File: config.mk
export PLATFORM = sky130hd
export DESIGN_NAME = uart_tx_fifo
export DESIGN_NICKNAME = d
export VERILOG_FILES = /design/src/rtl/uart_tx_fifo.sv
export SDC_FILE = /design/constraint.sdc
export NUM_CORES = 1
export LEC_CHECK = 0
export CAP_MARGIN = 20
export CORE_UTILIZATION = 35
export CTS_CLUSTER_DIAMETER = 100
export CTS_CLUSTER_SIZE = 16
export DETAILED_ROUTE_END_ITERATION = 16
export GPL_ROUTABILITY_DRIVEN = 0
export HOLD_SLACK_MARGIN = 0.02
export PLACE_DENSITY = 0.48
export SLEW_MARGIN = 20
export SYNTH_ARGS = -nofsm -noshare
export SYNTH_HDL_FRONTEND = slang
export SYNTH_SLANG_ARGS = --single-unit
File: constraint.sdc
create_clock -name clk -period 3.5 [get_ports clk]
set_input_delay 0.7 -clock clk [delete_from_list [all_inputs] [get_ports clk]]
set_output_delay 0.7 -clock clk [all_outputs]
set_load 0.02 [all_outputs]
File: src/rtl/uart_tx_fifo.sv
// Byte FIFO between the register interface and the UART transmitter.
// Show-ahead output: d_in always presents the head byte with zero read latency.
module uart_tx_fifo #(
    parameter int DEPTH       = 16,
    parameter int AFULL_LEVEL = 14
) (
    input  logic                     clk,
    input  logic                     a_reset,
    input  logic                     wr_en,
    input  logic [7:0]               wr_data,
    input  logic                     fifo_clr,
    input  logic                     tx_get_data,
    output logic                     tx_start,
    output logic [7:0]               d_in,
    output logic                     full,
    output logic                     empty,
    output logic                     almost_full,
    output logic [$clog2(DEPTH):0]   count,
    output logic                     overflow,
    output logic                     underflow,
    output logic                     empty_irq
);

    localparam int AW = $clog2(DEPTH);
    localparam int CW = AW + 1;

    logic [7:0]    mem [DEPTH];
    logic [AW-1:0] wr_ptr_reg, wr_ptr_next;
    logic [AW-1:0] rd_ptr_reg, rd_ptr_next;
    logic [CW-1:0] count_reg, count_next;
    logic          overflow_reg, overflow_next;
    logic          underflow_reg, underflow_next;
    logic          empty_irq_reg, empty_irq_next;
    logic          push_ok, pop_ok;

    assign empty       = (count_reg == '0);
    assign full        = (count_reg == CW'(DEPTH));
    assign almost_full = (count_reg >= CW'(AFULL_LEVEL));
    assign tx_start    = ~empty;
    assign count       = count_reg;
    assign overflow    = overflow_reg;
    assign underflow   = underflow_reg;
    assign empty_irq   = empty_irq_reg;
    assign d_in        = mem[rd_ptr_reg];

    // A pop frees the slot at this edge, so a push into a full FIFO is accepted alongside it.
    assign pop_ok  = tx_get_data & ~empty;
    assign push_ok = wr_en & (~full | pop_ok);

    always_ff @(posedge clk) begin
        if (push_ok && !fifo_clr) begin
            mem[wr_ptr_reg] <= wr_data;
        end
    end

    always_comb begin
        wr_ptr_next    = wr_ptr_reg;
        rd_ptr_next    = rd_ptr_reg;
        count_next     = count_reg;
        overflow_next  = overflow_reg;
        underflow_next = underflow_reg;
        empty_irq_next = 1'b0;
        if (fifo_clr) begin
            wr_ptr_next    = '0;
            rd_ptr_next    = '0;
            count_next     = '0;
            overflow_next  = 1'b0;
            underflow_next = 1'b0;
        end else begin
            if (push_ok) begin
                wr_ptr_next = wr_ptr_reg + 1'b1;
            end
            if (pop_ok) begin
                rd_ptr_next = rd_ptr_reg + 1'b1;
            end
            case ({push_ok, pop_ok})
                2'b10:   count_next = count_reg + 1'b1;
                2'b01:   count_next = count_reg - 1'b1;
                default: count_next = count_reg;
            endcase
            if (wr_en && full && !pop_ok) begin
                overflow_next = 1'b1;
            end
            if (tx_get_data && empty) begin
                underflow_next = 1'b1;
            end
            empty_irq_next = pop_ok & ~push_ok & (count_reg == CW'(1));
        end
    end

    always_ff @(posedge clk or posedge a_reset) begin
        if (a_reset) begin
            wr_ptr_reg    <= '0;
            rd_ptr_reg    <= '0;
            count_reg     <= '0;
            overflow_reg  <= 1'b0;
            underflow_reg <= 1'b0;
            empty_irq_reg <= 1'b0;
        end else begin
            wr_ptr_reg    <= wr_ptr_next;
            rd_ptr_reg    <= rd_ptr_next;
            count_reg     <= count_next;
            overflow_reg  <= overflow_next;
            underflow_reg <= underflow_next;
            empty_irq_reg <= empty_irq_next;
        end
    end

endmodule

Yosys cells after proc, flatten, opt, wreduce, memory -nomap -nowiden
Memories as Yosys holds them, arrays and structs flattened.
Index checks and enable logic that the tools add are counted.
{"block": "op_classes", "mux": 13, "n_eq_ne": 4, "n_bitwise": 8, "magnitude_cmp": 1, "reduce_logical": 12, "addsub": 4}
{"op": "2-to-1 mux 4 bit", "n": 4}
{"op": "case mux 5 bit (2 select lines)", "n": 1}
{"op": "adder 4 x 1 -> 4 bit, second input constant", "n": 2}
{"op": "nonzero test 2 bit", "n": 4}
{"op": "2-to-1 mux 1 bit", "n": 7}
{"op": "adder 5 x 1 -> 5 bit, second input constant", "n": 1}
{"op": "equality test 5 x 1 -> 1 bit, second input constant", "n": 1}
{"op": "equality test 5 bit, second input constant", "n": 1}
{"op": "greater-or-equal comparator 5 x 4 -> 1 bit, second input constant", "n": 1}
{"op": "zero test 5 bit", "n": 1}
{"op": "2-to-1 mux 5 bit", "n": 1}
{"op": "subtractor 5 x 1 -> 5 bit, second input constant", "n": 1}
{"op": "bitwise AND 1 bit", "n": 4}
{"op": "logical AND 1 bit", "n": 4}
{"op": "NOT 1 bit", "n": 3}
{"op": "nonzero test 3 bit", "n": 1}
{"op": "equality test 2 x 1 -> 1 bit, second input constant", "n": 1}
{"op": "equality test 2 bit, second input constant", "n": 1}
{"op": "zero test 1 bit", "n": 2}
{"op": "OR 1 bit", "n": 1}
{"block": "totals", "memories": 1, "elab_cells": 49, "in_bits": 13, "register_bits": 16, "mem_bits_rw": 128}
{"name": "mem", "depth": 16, "word_bits": 8, "read_ports": 1, "rd_ports_with_merged_regs": 0, "wr": 1, "line_no": "27", "text": "logic [7:0] mem [DEPTH];"}

Longest topological paths before layout
{"block": "logic_depth", "word_depth": 9, "mapped_depth": 8}

Worst setup path after synthesis
Ideal clock, no wire load.
{"block": "synth_path", "path_type": "reg-to-reg", "from": "reg count_reg[0], in the netlist count[0]", "to": "mem mem[11][0], enable pin", "arrival_ps": 2204, "n_path_buf": 0, "path_stages_with_launch": 7, "period_less_slack_ps": 2598, "setup_slack_ps": 902, "path_cell_list": "dfrtp_1 inv_1 ha_1 nand4bb_1 o21a_1 nand2_1 nor4_1"}
{"block": "synth_via", "elab_chain_cells": 8, "elab_cells_between_ends": 10, "classes_between": "eq/ne (1); mux (2); bitwise (5); reduce/logical (2)"}
{"element": "start, declared", "line_no": "30", "text": "logic [CW-1:0] count_reg, count_next;"}
{"element": "start signal, assigned", "line_no": "102", "text": "count_reg <= count_next;"}
{"element": "zero test 5 bit", "line_no": "36", "text": "assign empty = (count_reg == '0);"}
{"element": "NOT 1 bit", "line_no": "47", "text": "assign pop_ok = tx_get_data & ~empty;"}
{"element": "bitwise AND 1 bit", "line_no": "47"}
{"element": "OR 1 bit *", "line_no": "48", "text": "assign push_ok = wr_en & (~full | pop_ok);"}
{"element": "bitwise AND 1 bit *", "line_no": "48"}
{"element": "logical AND 1 bit *", "line_no": "51", "text": "if (push_ok && !fifo_clr) begin"}
{"element": "2-to-1 mux 1 bit *", "line_no": "51"}
{"element": "2-to-1 mux 1 bit (implied by the code) *", "line_no": "52", "text": "mem[wr_ptr_reg] <= wr_data;"}
{"element": "end, declared", "line_no": "27"}
Every way passes the cells marked *; elsewhere a longest branch is shown, timed or not.

Worst setup path after layout
{"block": "layout_path", "from": "reg rd_ptr_reg[0]", "to": "out d_in[1]"}
{"block": "layout_via", "elab_chain_cells": 1}
{"element": "start, declared", "line_no": "29", "text": "logic [AW-1:0] rd_ptr_reg, rd_ptr_next;"}
{"element": "start signal, assigned", "line_no": "101", "text": "rd_ptr_reg <= rd_ptr_next;"}
{"element": "memory read (16 x 8 bit)"}
{"element": "end, declared", "line_no": "14", "text": "output logic [7:0] d_in,"}
Every way passes these cells.

==> results.md <==
- Status: complete, no violations
- Crit end category: primary output
- Buffer depth of the longest clock path: 2
- CP max FO: 13
- Pre-CTS WS: 0.500 ns
- CTS Buf Count: 17
- Nets@finish: between 400 and 500
- Hold crit path type: register to register
- Area contributors post-synth: edfxtp_1 (65%), mux4_2 (12%), dfrtp_1 (6.8%)
- RSZ-0062 raised after global routing: false
- Post-Synthesis Cells: between 300 and 400
- Skew-Pair Late Insertion Delay: approximately 0.4 ns
- Post-CTS Hold Buffers: 0
- Synth top cells by count: edfxtp_1 (128), mux4_2 (32), nor2_1 (19)
- Starting DRT DRC Count: 300
- Wire length of the first global-routing pass: slightly below 20000 um
- Fmax: about 300 MHz
- Mapped Nets: between 300 and 400
- Post-Syn Area: between 5000 and 6000 um2
- CTS tree: done
- Final min period: 3.30 ns
- Row count: 47
- Largest register FFs: between 100 and 150
- Die Y: about 130 um
- DR pass1 iterations: 6
- Root Driver: clkbuf_16
- Yosys reg bits: roughly 140
- Bufs and invs on worst path: 2
- Predominant post-synthesis flop cell: edfxtp_1
- CTS H-tree depth: 4
- Critical path's top delay family: buffers and inverters
- EDFF count, synth: roughly 130
- IO Count: 33
- Met3 Resource Use GR: ~3.1%
- Syn. warnings: 0
- Skew final: between 0.005 and 0.006 ns
- Final hold vios: 0
- TNS Setup: 0 ns
- Antenna cells: 0
- Antenna violations before repair: 0
- Worst path required time: about 2.8 ns
- Met1 Track Usage GR: roughly a fifth
- Crit path DAT: approximately 2.6 ns
- Drt drc: 0
- GR peak layer: met2
- VDD IR max: 0.473 mV
- Antenna viol nets, final: 0
- Area of the multi-input gates: ~1600 um2
- Core ar.: 16500 um2
- Fraction of layout cells with a size suffix above 1: 23.9%
- Placed Cells: 585
- Setup violators final: 0
- Die W: about 130 um
- Initial core utilization: 35.7%
- Pin count of the biggest net entering global routing: 31
- GRT met2 Usage: approximately 25%
- Max stage delay on crit path: 0.58 ns
- Placed wire-length estimate: roughly 8400 um
- Finished Layout Cells: between 600 and 700
- Synth area leader: edfxtp_1
- PD cells: around 680 nW/um2
- Relative slew slack: 56.5%
- MaxCap Viol Count: 0
- Via count: around 3.1k
- GRT Overall Usage: ~16%
- GRT overflow: 0
- P&R area growth vs syn: 21.7%
- Post-synth cell types: 36
- Syn avg cell area: ~18 um2
- Lkg Pwr: about 0.0024 uW
- WL per Instance: 20.5 um
- Yosys top cell area share: about two thirds
- Reg area: 4250 um2
- Asr flop ratio synth: between 10% and 20%
- Final slew viol count: 0
- Worst path cell trace: buf_12 > mux4_2 > a22oi_1 > nand2_1 > clkdlybuf4s50_1
- Reg clk slew, reported paths: ~0.060 ns
- Slowest CP cell: dfrtp_4
- Most frequent cell after synthesis: edfxtp_1
- Fillcell total: between 1k and 1.5k
- Sequential fraction of the synthesis area: a little under three quarters
- I/O Buffers: 32
- Part of the cycle the worst path needs: between 90% and 100%
- TritonCTS Sinks: 144
- Critical Path Start Type: register
- Total Wirelength: around 13000 um
- Worst slew pin tran: ~0.65 ns
- Setup CP Type: register to primary output
- Final WS setup: 0.197 ns
- Vias in the first global route: 3256
- Routed vias/inst: 5.08
- Die ar.: ~17000 um2
timing repair:
action,4_1_cts,5_1_grt
endpoints found under the hold margin,0,0
buffers inserted,0,0
gates resized for setup,0,1
endpoints found under the setup margin,0,5
tightest hold or removal path: stages (launching register included):
cell and delay (ns):
dfrtp_1 0.35, a21oi_1 0.04, nor2_1 0.07
power breakdown:
part | internal, uW | switching (uW) | total (uW)
Clock | 976 | 687 | 1660
Combinational | 627 | 566 | 1190
Sequential | 1930 | 106 | 2040
cells in the final DEF (no fill, tap or decap), drive strengths merged, types with 2 or more instances in the layout:
cell type        n
and3             8
a22oi           17
nor4             3
nor3             6
a21oi            7
xor2             4
edfxtp         128
nand2           16
nor2            20
nor2b            7
o211ai           2
clkinvlp         3
and4             3
buf             23
nand3            4
mux2             4
clkdlybuf4s50   32
clkinv           8
dfrtp           16
clkbuf          19
inv             11
mux4            32
ha              10
o21a             3
kinds of logic after synthesis:
| family | after synthesis | synth area share (%) |
|---|---|---|
| xor gates and xnor gates | 5 | 0.741 |
| and+or+nand+nor | 74 | 6.67 |
| DFF | 144 | 71.8 |
| buffers and inverters | 26 | 2.08 |
| muxes | 36 | 13.0 |
| AOI/OAI and AO/OA | 31 | 3.58 |
| adders and majority gates | 10 | 2.12 |
layer usage:
layer,vias to the layer above,part of all wire [%]
li1,1412,-
met1,1637,46
met2,66,49
met3,17,3.8
met4,0,1.7
met5,-,0
metrics by stage:
| stage | utilization, % | power [uW] | cell area [um2] | hold WS (ns) |
|---|---|---|---|---|
| global route | 43.5 | 5100 | 7190 | 0.575 |
| CTS | 43.5 | 4950 | 7190 | 0.512 |
| global placement | 40.2 | 3280 | 6640 | 0.490 |
| finish | 43.5 | 4890 | 7190 | 0.511 |
| detailed placement | 40.2 | 3280 | 6640 | 0.494 |
| floorplan | - | 2870 | 5910 | 0.551 |
worst paths after layout:
kind                               start  cells after the start  slack [ns]       endpoint
max                        rd_ptr_reg[0]                      5        0.20        d_in[1]
min reg2reg                    underflow                      2        0.51      underflow
max in group asynchronous        a_reset                      2        2.34  rd_ptr_reg[0]
min in group asynchronous        a_reset                      2        0.68  wr_ptr_reg[0]
max reg2reg                     count[0]                      6        1.04      mem[3][6]
min                            underflow                      2        0.51      underflow
layout make-up:
cell class / count / share of cell area, %
Clock buffer: 19 / 6.02
Clock inverter: 13 / 1.60
Timing Repair Buffer: 55 / 7.20
Multi-Input combinational cell: 156 / 21.7
Inverter: 10 / 0.592
Sequential cell: 144 / 59.1
Tap cell: 220 / 3.83
Note: power is estimated with default switching activity, not from simulation.
